`src/rtl/asl_pred_stabilizer_if.sv`:
```
// Frame input and letter output bundle between the argmax stage, the stabilizer and the display/UART consumer.
interface asl_pred_stabilizer_if;
    logic signed [7:0] data_in;
    logic [4:0]        idx_in;
    logic              valid_i;
    logic [4:0]        letter_idx_o;
    logic [7:0]        letter_ascii_o;
    logic              letter_valid_o;
    logic              letter_ready_i;
    logic              overflow_o;
    logic [7:0]        drop_cnt_o;

    modport slave (
        input  data_in, idx_in, valid_i, letter_ready_i,
        output letter_idx_o, letter_ascii_o, letter_valid_o, overflow_o, drop_cnt_o
    );

    modport master (
        output data_in, idx_in, valid_i, letter_ready_i,
        input  letter_idx_o, letter_ascii_o, letter_valid_o, overflow_o, drop_cnt_o
    );
endinterface

```
`src/rtl/asl_pred_stabilizer.sv`:
```
// Temporal filter on argmax results: emits a letter once the same class wins STABLE_COUNT
// consecutive confident frames, delivered through a one-entry valid/ready output register.
module asl_pred_stabilizer #(
    parameter int                NUM_CLASSES  = 24,
    parameter int                STABLE_COUNT = 4,
    parameter logic signed [7:0] CONF_THRESH  = 8'sh10
) (
    input  logic                  clk,
    input  logic                  resetn,
    asl_pred_stabilizer_if.slave  bus
);

    localparam logic [1:0] ST_IDLE   = 2'd0;
    localparam logic [1:0] ST_TRACK  = 2'd1;
    localparam logic [1:0] ST_LOCKED = 2'd2;

    localparam logic [5:0] NUM_C   = 6'(NUM_CLASSES);
    localparam logic [3:0] RUN_TGT = 4'(STABLE_COUNT);

    // J and Z need motion, so the static alphabet skips J after index 8.
    function automatic logic [7:0] idx_to_ascii(input logic [4:0] idx);
        if (idx <= 5'd8)
            return 8'h41 + {3'b000, idx};
        else
            return 8'h42 + {3'b000, idx};
    endfunction

    function automatic logic [7:0] sat_inc8(input logic [7:0] val);
        return (val == 8'hFF) ? val : val + 8'd1;
    endfunction

    logic [1:0]        state;
    logic [1:0]        state_nxt;
    logic [4:0]        cand;
    logic [4:0]        cand_nxt;
    logic [3:0]        run;
    logic [3:0]        run_nxt;
    logic [4:0]        last_idx;
    logic [4:0]        last_idx_nxt;
    logic              last_vld;
    logic              last_vld_nxt;

    logic signed [7:0] score_p0;
    logic              accept_p0;
    logic              emit_p0;

    logic [4:0]        out_idx_p1;
    logic [7:0]        out_ascii_p1;
    logic              out_vld_p1;
    logic              ovf_p1;
    logic [7:0]        drop_cnt_p1;
    logic              pop;

    // ---- stage p0: frame qualification and candidate tracking ----
    assign score_p0  = bus.data_in;
    assign accept_p0 = ({1'b0, bus.idx_in} < NUM_C) && (score_p0 >= CONF_THRESH);

    always_comb begin
        state_nxt    = state;
        cand_nxt     = cand;
        run_nxt      = run;
        last_idx_nxt = last_idx;
        last_vld_nxt = last_vld;
        emit_p0      = 1'b0;
        if (bus.valid_i) begin
            if (!accept_p0) begin
                state_nxt    = ST_IDLE;
                run_nxt      = 4'd0;
                last_vld_nxt = 1'b0;
            end else begin
                case (state)
                    ST_IDLE: begin
                        cand_nxt  = bus.idx_in;
                        run_nxt   = 4'd1;
                        state_nxt = ST_TRACK;
                    end
                    ST_TRACK: begin
                        if (bus.idx_in == cand) begin
                            run_nxt = run + 4'd1;
                            if (run_nxt == RUN_TGT) begin
                                // A letter already stabilized since the last rejection is not repeated.
                                if (!last_vld || (last_idx != cand)) begin
                                    emit_p0      = 1'b1;
                                    last_idx_nxt = cand;
                                    last_vld_nxt = 1'b1;
                                end
                                state_nxt = ST_LOCKED;
                            end
                        end else begin
                            cand_nxt = bus.idx_in;
                            run_nxt  = 4'd1;
                        end
                    end
                    ST_LOCKED: begin
                        if (bus.idx_in != cand) begin
                            cand_nxt  = bus.idx_in;
                            run_nxt   = 4'd1;
                            state_nxt = ST_TRACK;
                        end
                    end
                    default: begin
                        state_nxt = ST_IDLE;
                        run_nxt   = 4'd0;
                    end
                endcase
            end
        end
    end

    always_ff @(posedge clk or negedge resetn) begin
        if (!resetn) begin
            state    <= ST_IDLE;
            cand     <= 5'd0;
            run      <= 4'd0;
            last_idx <= 5'd0;
            last_vld <= 1'b0;
        end else begin
            state    <= state_nxt;
            cand     <= cand_nxt;
            run      <= run_nxt;
            last_idx <= last_idx_nxt;
            last_vld <= last_vld_nxt;
        end
    end

    // ---- stage p1: one-entry output register with drop accounting ----
    assign pop = out_vld_p1 & bus.letter_ready_i;

    always_ff @(posedge clk or negedge resetn) begin
        if (!resetn) begin
            out_idx_p1   <= 5'd0;
            out_ascii_p1 <= 8'd0;
            out_vld_p1   <= 1'b0;
            ovf_p1       <= 1'b0;
            drop_cnt_p1  <= 8'd0;
        end else begin
            ovf_p1 <= 1'b0;
            if (emit_p0 && (!out_vld_p1 || pop)) begin
                out_idx_p1   <= cand;
                out_ascii_p1 <= idx_to_ascii(cand);
                out_vld_p1   <= 1'b1;
            end else if (emit_p0) begin
                ovf_p1      <= 1'b1;
                drop_cnt_p1 <= sat_inc8(drop_cnt_p1);
            end else if (pop) begin
                out_vld_p1 <= 1'b0;
            end
        end
    end

    assign bus.letter_idx_o   = out_idx_p1;
    assign bus.letter_ascii_o = out_ascii_p1;
    assign bus.letter_valid_o = out_vld_p1;
    assign bus.overflow_o     = ovf_p1;
    assign bus.drop_cnt_o     = drop_cnt_p1;

endmodule

```
`src/flat_wrapper.sv`:
```
// flat-port wrapper written by rule: the top's interface ports become plain ports
module asl_pred_stabilizer_flat 
#(
    parameter int                NUM_CLASSES  = 24,
    parameter int                STABLE_COUNT = 4,
    parameter logic signed [7:0] CONF_THRESH  = 8'sh10
)
  (clk, resetn, bus_data_in, bus_idx_in, bus_valid_i, bus_letter_ready_i, bus_letter_idx_o, bus_letter_ascii_o, bus_letter_valid_o, bus_overflow_o, bus_drop_cnt_o);
  asl_pred_stabilizer_if bus_i ();
  input  logic clk;
  input  logic resetn;
  input wire logic [$bits(bus_i.data_in)-1:0] bus_data_in;
  input wire logic [$bits(bus_i.idx_in)-1:0] bus_idx_in;
  input wire logic [$bits(bus_i.valid_i)-1:0] bus_valid_i;
  input wire logic [$bits(bus_i.letter_ready_i)-1:0] bus_letter_ready_i;
  output wire logic [$bits(bus_i.letter_idx_o)-1:0] bus_letter_idx_o;
  output wire logic [$bits(bus_i.letter_ascii_o)-1:0] bus_letter_ascii_o;
  output wire logic [$bits(bus_i.letter_valid_o)-1:0] bus_letter_valid_o;
  output wire logic [$bits(bus_i.overflow_o)-1:0] bus_overflow_o;
  output wire logic [$bits(bus_i.drop_cnt_o)-1:0] bus_drop_cnt_o;
  assign bus_i.data_in = bus_data_in;
  assign bus_i.idx_in = bus_idx_in;
  assign bus_i.valid_i = bus_valid_i;
  assign bus_i.letter_ready_i = bus_letter_ready_i;
  assign bus_letter_idx_o = bus_i.letter_idx_o;
  assign bus_letter_ascii_o = bus_i.letter_ascii_o;
  assign bus_letter_valid_o = bus_i.letter_valid_o;
  assign bus_overflow_o = bus_i.overflow_o;
  assign bus_drop_cnt_o = bus_i.drop_cnt_o;
  asl_pred_stabilizer #(.NUM_CLASSES(NUM_CLASSES), .STABLE_COUNT(STABLE_COUNT), .CONF_THRESH(CONF_THRESH)) u_core (.clk(clk), .resetn(resetn), .bus(bus_i));
endmodule
```
`config.mk`:
```
export PLATFORM = sky130hd
export DESIGN_NAME = asl_pred_stabilizer_flat
export DESIGN_NICKNAME = d
export VERILOG_FILES = /design/src/rtl/asl_pred_stabilizer_if.sv /design/src/rtl/asl_pred_stabilizer.sv /design/src/flat_wrapper.sv
export SDC_FILE = /design/constraint.sdc
export NUM_CORES = 1
export LEC_CHECK = 0
export BUFFER_PORTS_ARGS = -buffer_cell sky130_fd_sc_hd__buf_2
export CAP_MARGIN = 5
export CORE_MARGIN = 2
export CORE_UTILIZATION = 50
export CTS_CLUSTER_DIAMETER = 60
export CTS_CLUSTER_SIZE = 14
export DETAILED_ROUTE_END_ITERATION = 10
export PLACE_DENSITY = 0.77
export SYNTH_ARGS = -nofsm -noshare
export SYNTH_HDL_FRONTEND = slang
export SYNTH_SLANG_ARGS = --single-unit
export TNS_END_PERCENT = 30
```
`constraint.sdc`:
```
create_clock -name clk -period 7.1 [get_ports clk]
set_input_delay 0.355 -clock clk [delete_from_list [all_inputs] [get_ports clk]]
set_output_delay 0.355 -clock clk [all_outputs]
set_load 0.05 [all_outputs]
```
=== After elaboration in Yosys (flattened, before gate mapping) ===
Index checks and enable logic that the tools add are counted.

* $add $sub $neg: 4
* Order comparisons: 3
* Eq/ne operators: 17
* Multiplexer cells: 29
* Bitwise gates (word level): 3
* Reduce and logical (&&, ||, !) cells: 16

{| class="wikitable"
|+ Operators by type and width
! cell !! number
|-
| adder 7 x 5 -> 8 bit, first input constant || 2
|-
| two-way mux 1 bit || 16
|-
| case mux 5 bit (3 select lines) || 1
|-
| two-way mux 4 bit || 3
|-
| != test 2 bit, second input constant || 6
|-
| case mux 4 bit (3 select lines) || 1
|-
| two-way mux 5 bit || 2
|-
| != test 5 bit || 2
|-
| AND reduction 5 bit || 2
|-
| != test 3 bit, second input constant || 3
|-
| adder 8 x 1 -> 8 bit, second input constant || 1
|-
| == test 8 bit, second input constant || 1
|-
| >= comparator 8 x 6 -> 1 bit, second input constant || 1
|-
| two-way mux 2 bit || 4
|-
| two-way mux 8 bit || 1
|-
| case mux 2 bit (3 select lines) || 1
|-
| AND reduction 6 bit || 1
|-
| == test 5 bit || 1
|-
| less-or-equal comparator 5 x 4 -> 1 bit, second input constant || 1
|-
| less-than comparator 5 bit, second input constant || 1
|-
| adder 4 x 1 -> 4 bit, second input constant || 1
|-
| == test 4 x 3 -> 1 bit, second input constant || 1
|-
| AND reduction 2 bit || 2
|-
| AND reduction 4 bit || 1
|-
| 12 further kinds || 16
|}

* Bits in registers: 40
* Input port bits: 17
* Output and inout bits: 23
* Logic and storage cells: 82

=== Depth between registers and ports, before layout ===
* Word-level depth: 11
* Gate-level depth with buffers: 8
* Mapped depth without buffers: 7

=== Least setup slack after synthesis ===
No wires, ideal clock.

* Kind: flip-flop to flip-flop
* Start: register u_core.cand[1]
* End: register u_core.out_idx_p1[0] (netlist: u_core.bus.letter_idx_o[0])
* Arrival time: 2.214 ns
* Required time: 6.975 ns
* Slack: 4.761 ns
* Cell stages (with the launch flop): 8
* Period minus slack after synthesis: 2.339 ns
* Path through: dfrtp_1 > buf_6 > xor2_4 > or4_4 > or2_4 > nor3_2 > buf_4 > mux2_2

* Word-level cells in the longest chain between the ends: 9
* Elaborated cells between the ends (all ways): 10
* Those cells by class: eq/ne: 2; mux: 6; reduce/logical: 2

{| class="wikitable"
|+ RTL lines
! element !! RTL line !! source
|-
| start, declared || asl_pred_stabilizer.sv:34 || <nowiki>logic [4:0] cand;</nowiki>
|-
| start signal, assigned || asl_pred_stabilizer.sv:119 || <nowiki>cand <= cand_nxt;</nowiki>
|-
| != test 5 bit || asl_pred_stabilizer.sv:82 || <nowiki>if (!last_vld || (last_idx != cand)) begin</nowiki>
|-
| logical OR 1 bit || asl_pred_stabilizer.sv:82 ||
|-
| two-way mux 1 bit || asl_pred_stabilizer.sv:82 ||
|-
| two-way mux 1 bit || asl_pred_stabilizer.sv:80 || <nowiki>if (run_nxt == RUN_TGT) begin</nowiki>
|-
| two-way mux 1 bit * || asl_pred_stabilizer.sv:78 || <nowiki>if (bus.idx_in == cand) begin</nowiki>
|-
| two-way mux 1 bit * || asl_pred_stabilizer.sv:71 || <nowiki>case (state)</nowiki>
|-
| two-way mux 1 bit * || asl_pred_stabilizer.sv:66 || <nowiki>if (!accept_p0) begin</nowiki>
|-
| two-way mux 1 bit * || asl_pred_stabilizer.sv:65 || <nowiki>if (bus.valid_i) begin</nowiki>
|-
| logical AND 1 bit * || asl_pred_stabilizer.sv:138 || <nowiki>if (emit_p0 && (!out_vld_p1 || pop)) begin</nowiki>
|-
| end signal, assigned || asl_pred_stabilizer.sv:139 || <nowiki>out_idx_p1 <= cand;</nowiki>
|-
| end, declared || asl_pred_stabilizer.sv:47 || <nowiki>logic [4:0] out_idx_p1;</nowiki>
|}

Mark *: on every way between the ends. The rest lies on a longest branch, timed or not.
A chain may end at the register's enable or synchronous reset.

=== Worst setup path in the final report ===
* Start: register u_core.cand[1]
* End: register u_core.out_ascii_p1[0] (netlist: u_core.bus.letter_ascii_o[0])

* Word-level cells in the longest chain between the ends: 9
* Elaborated cells between the ends (all ways): 12
* Those cells by class: order compare: 1; eq/ne: 2; mux: 7; reduce/logical: 2

{| class="wikitable"
|+ RTL lines
! element !! RTL line !! source
|-
| != test 5 bit || asl_pred_stabilizer.sv:82 ||
|-
| logical OR 1 bit || asl_pred_stabilizer.sv:82 ||
|-
| two-way mux 1 bit || asl_pred_stabilizer.sv:82 ||
|-
| two-way mux 1 bit || asl_pred_stabilizer.sv:80 ||
|-
| two-way mux 1 bit || asl_pred_stabilizer.sv:78 ||
|-
| two-way mux 1 bit || asl_pred_stabilizer.sv:71 ||
|-
| two-way mux 1 bit || asl_pred_stabilizer.sv:66 ||
|-
| two-way mux 1 bit || asl_pred_stabilizer.sv:65 ||
|-
| logical AND 1 bit || asl_pred_stabilizer.sv:138 ||
|-
| end signal, assigned || asl_pred_stabilizer.sv:140 || <nowiki>out_ascii_p1 <= idx_to_ascii(cand);</nowiki>
|-
| end, declared || asl_pred_stabilizer.sv:48 || <nowiki>logic [7:0] out_ascii_p1;</nowiki>
|}

Parallel ways exist; a longest one is shown, timed or not.

==> flow_summary.toml <==
[synth]
synth_cells = 182
async_reset_ff_frac = 1.00
syn_area_per_cell_um2 = 11.5
synth-edff-count = 0
synth_top_cell_by_area = "dfrtp_1"
yosys.area.top_type_share = 0.467
synth.net_count = 205
ys.warnings.count = 0
synth_cell_types = 44
syn_area_mm2 = 0.00209
ys_seq_area_frac = 0.467
yosys_register_bits = 39
synthTopCellsByCount = "39 x dfrtp_1, 12 x mux2_2, 12 x xnor2_1"
synth_area_leaders = "dfrtp_1 47%, mux2_2 6.5%, xnor2_1 5.0%"
synth_ff_type = "dfrtp_1"
yosysMostFrequentCell = "dfrtp_1"

[routing]
drt-initial-drc-count = 56
num_vias = 1473
wl_per_cell_um = 14.3
ant_nets = 0
viasPerCell = 5.56
drc = 0
first_pass_iters = 4
routed_wl_um = 3780

[die]
coreArea_mm2 = 0.00400
rows = 23
die_w_um = 68.7
die_y_um = 68.7
ios = 40
start_util = 0.523
die_area_mm2 = 0.00471

[critical_path]
crit_fanout = 12
worst-endpoint-required_ps = 7280
crit_path_end_kind = "flop"
critPathLaunchType = "flop"
cp.arrival_ps = 3120
crit_type = "flop to flop"

[global_routing]
grt_max_degree = 40
grt_usage = 0.184
grt-ovfl-total = 0
grt_pass1_wl_um = 6330
antenna_found_initial = 0
grt_pass1_vias = 1374

[placed_design]
place_inst = 257
place_ws_ps = 4150
placed_area_mm2 = 0.00227
dp_hpwl_um = 2670
gp_congestion = 0.829
port_buffers = 34

[power]
ir_worst_vdd_uv = 131
power_density_mw_per_mm2 = 212
p_leak_nw = 1.18

[clocking]
cts.sinks = 39
clkSlewWorstSetupHoldPaths_ps = 70
insertion_delay_ps = 290
cts_setup_buffers = 0
cts.root.buffer_cell = "clkbuf_8"
cts_hold_buf = 0
cts_tree = "built"
cts_max_level = 2
cts_buffers = 5
cts_buffer_depth = 2
cts_resized = 0

[run]
cap_violations = 0

[sta]
hold_viol = 0
maxSlewHeadroom = 0.406
setup_tns_ps = 0
max_freq_ghz = 0.340
timing.hold.ws_ps = 173
setup_viol_count_final = 0
min_period_over_period = 0.414
skew_ps = 2.36
min_period_ps = 2940
worst_slack_ps = 4160
rsz0062_at_grt = "no"
slew_violations = 0
worst_slew_pin_slew_ps = 886

[final_layout]
layoutNonFillerInstCount = 265
nNetsFinal = 237
num_antenna_cells = 0
final_cell_area_mm2 = 0.00238
fillers = 340
area_growth_pct = 14.1
final_layout_size_suffix_gt1_frac = 0.312

[min_path]
hold_class = "primary input to async pin"

[run_status]
status = "finished, final reports clean"
worst max-delay path: stages, from the launching register on:
cell	delay, ps
dfrtp_1	540
xor2_4	280
or4_4	580
or2_4	320
nor3_2	690
mux2_2	420
per-layer routing:
metal	track usage	vias up	share of wire
li1	-	708	-
met1	0.228	720	0.46
met2	0.308	39	0.48
met3	0.0487	6	0.047
met4	0.0675	0	0.014
met5	0	-	0
where the power goes:
group          switching (mW)  internal (mW)
Sequential             0.0194          0.229
Combinational          0.0354         0.0321
Clock                  0.0766          0.114
Total                   0.131          0.374
path summary, 6_finish.rpt:
check                                                to                    startpoint  slack, ps  depth (start not counted)
hold reg to reg            u_core.bus.letter_ascii_o[6]  u_core.bus.letter_ascii_o[6]        480                          1
hold / removal               u_core.bus.letter_idx_o[3]                        resetn        170                          1
min in group clk                         u_core.cand[4]                 bus_idx_in[4]        330                          2
setup / recovery           u_core.bus.letter_ascii_o[0]                u_core.cand[1]       4160                          5
max in group asynchronous            u_core.last_idx[0]                        resetn       6400                          1
setup reg to reg           u_core.bus.letter_ascii_o[0]                u_core.cand[1]       4160                          5
stage by stage:
stage,power (mW),util
finish,0.506,0.596
detailed placement,0.321,0.567
floorplan,0.303,-
global placement,0.318,0.567
global route,0.531,0.596
CTS,0.513,0.596
kinds of logic (layout without fill, tap and decap cells):
| logic type | after synthesis | in the layout | synth area share |
|---|---|---|---|
| and+or+nand+nor | 52 | 52 | 0.153 |
| DFF | 39 | 39 | 0.467 |
| AOI/OAI and AO/OA | 27 | 27 | 0.0946 |
| xor gates and xnor gates | 21 | 21 | 0.0970 |
| muxes | 21 | 21 | 0.113 |
| buffers and inverters | 15 | 48 | 0.0377 |
| adders and majority gates | 6 | 6 | 0.0359 |
| other | 1 | 1 | 0.00179 |
cell type report:
cell class / count / area (um^2) / share of cell area
well taps: 50 / 62.6 / 0.0262
flip-flops and latches: 39 / 976 / 0.409
clock inverters: 2 / 35.0 / 0.0147
inverters: 6 / 22.5 / 0.00944
multi-input cells: 128 / 1040 / 0.434
clock buffers: 6 / 82.6 / 0.0346
repair buffers: 34 / 170 / 0.0714
cell usage in the layout, fill, tap and decap left out, types with 2 or more instances in the layout:
cell type	instances
o41ai_1	3
nand2_1	7
nand4_1	3
mux2_2	12
clkbuf_8	6
or2_2	3
nand3_1	9
nor3b_1	2
ha_1	6
dfrtp_1	39
mux2_1	9
nor4_1	6
xnor2_1	12
xor2_1	8
a21boi_0	2
nor2b_1	2
a21oi_1	5
nor3_2	2
and3_1	2
nor3_1	2
o31ai_1	3
o21ai_0	5
inv_1	6
nand2b_1	4
nor2_1	3
buf_2	34
o21ai_1	2
sequential cells by signal (all words and copies together), names as in the netlist:
register,count
u_core.bus.drop_cnt_o,8
u_core.last_idx,5
u_core.state,2
u_core.bus.letter_ascii_o,7
u_core.run,4
u_core.bus.letter_valid_o,1
u_core.bus.letter_idx_o,5
u_core.cand,5
u_core.bus.overflow_o,1
u_core.last_vld,1
(Power assumes the default switching activity.)
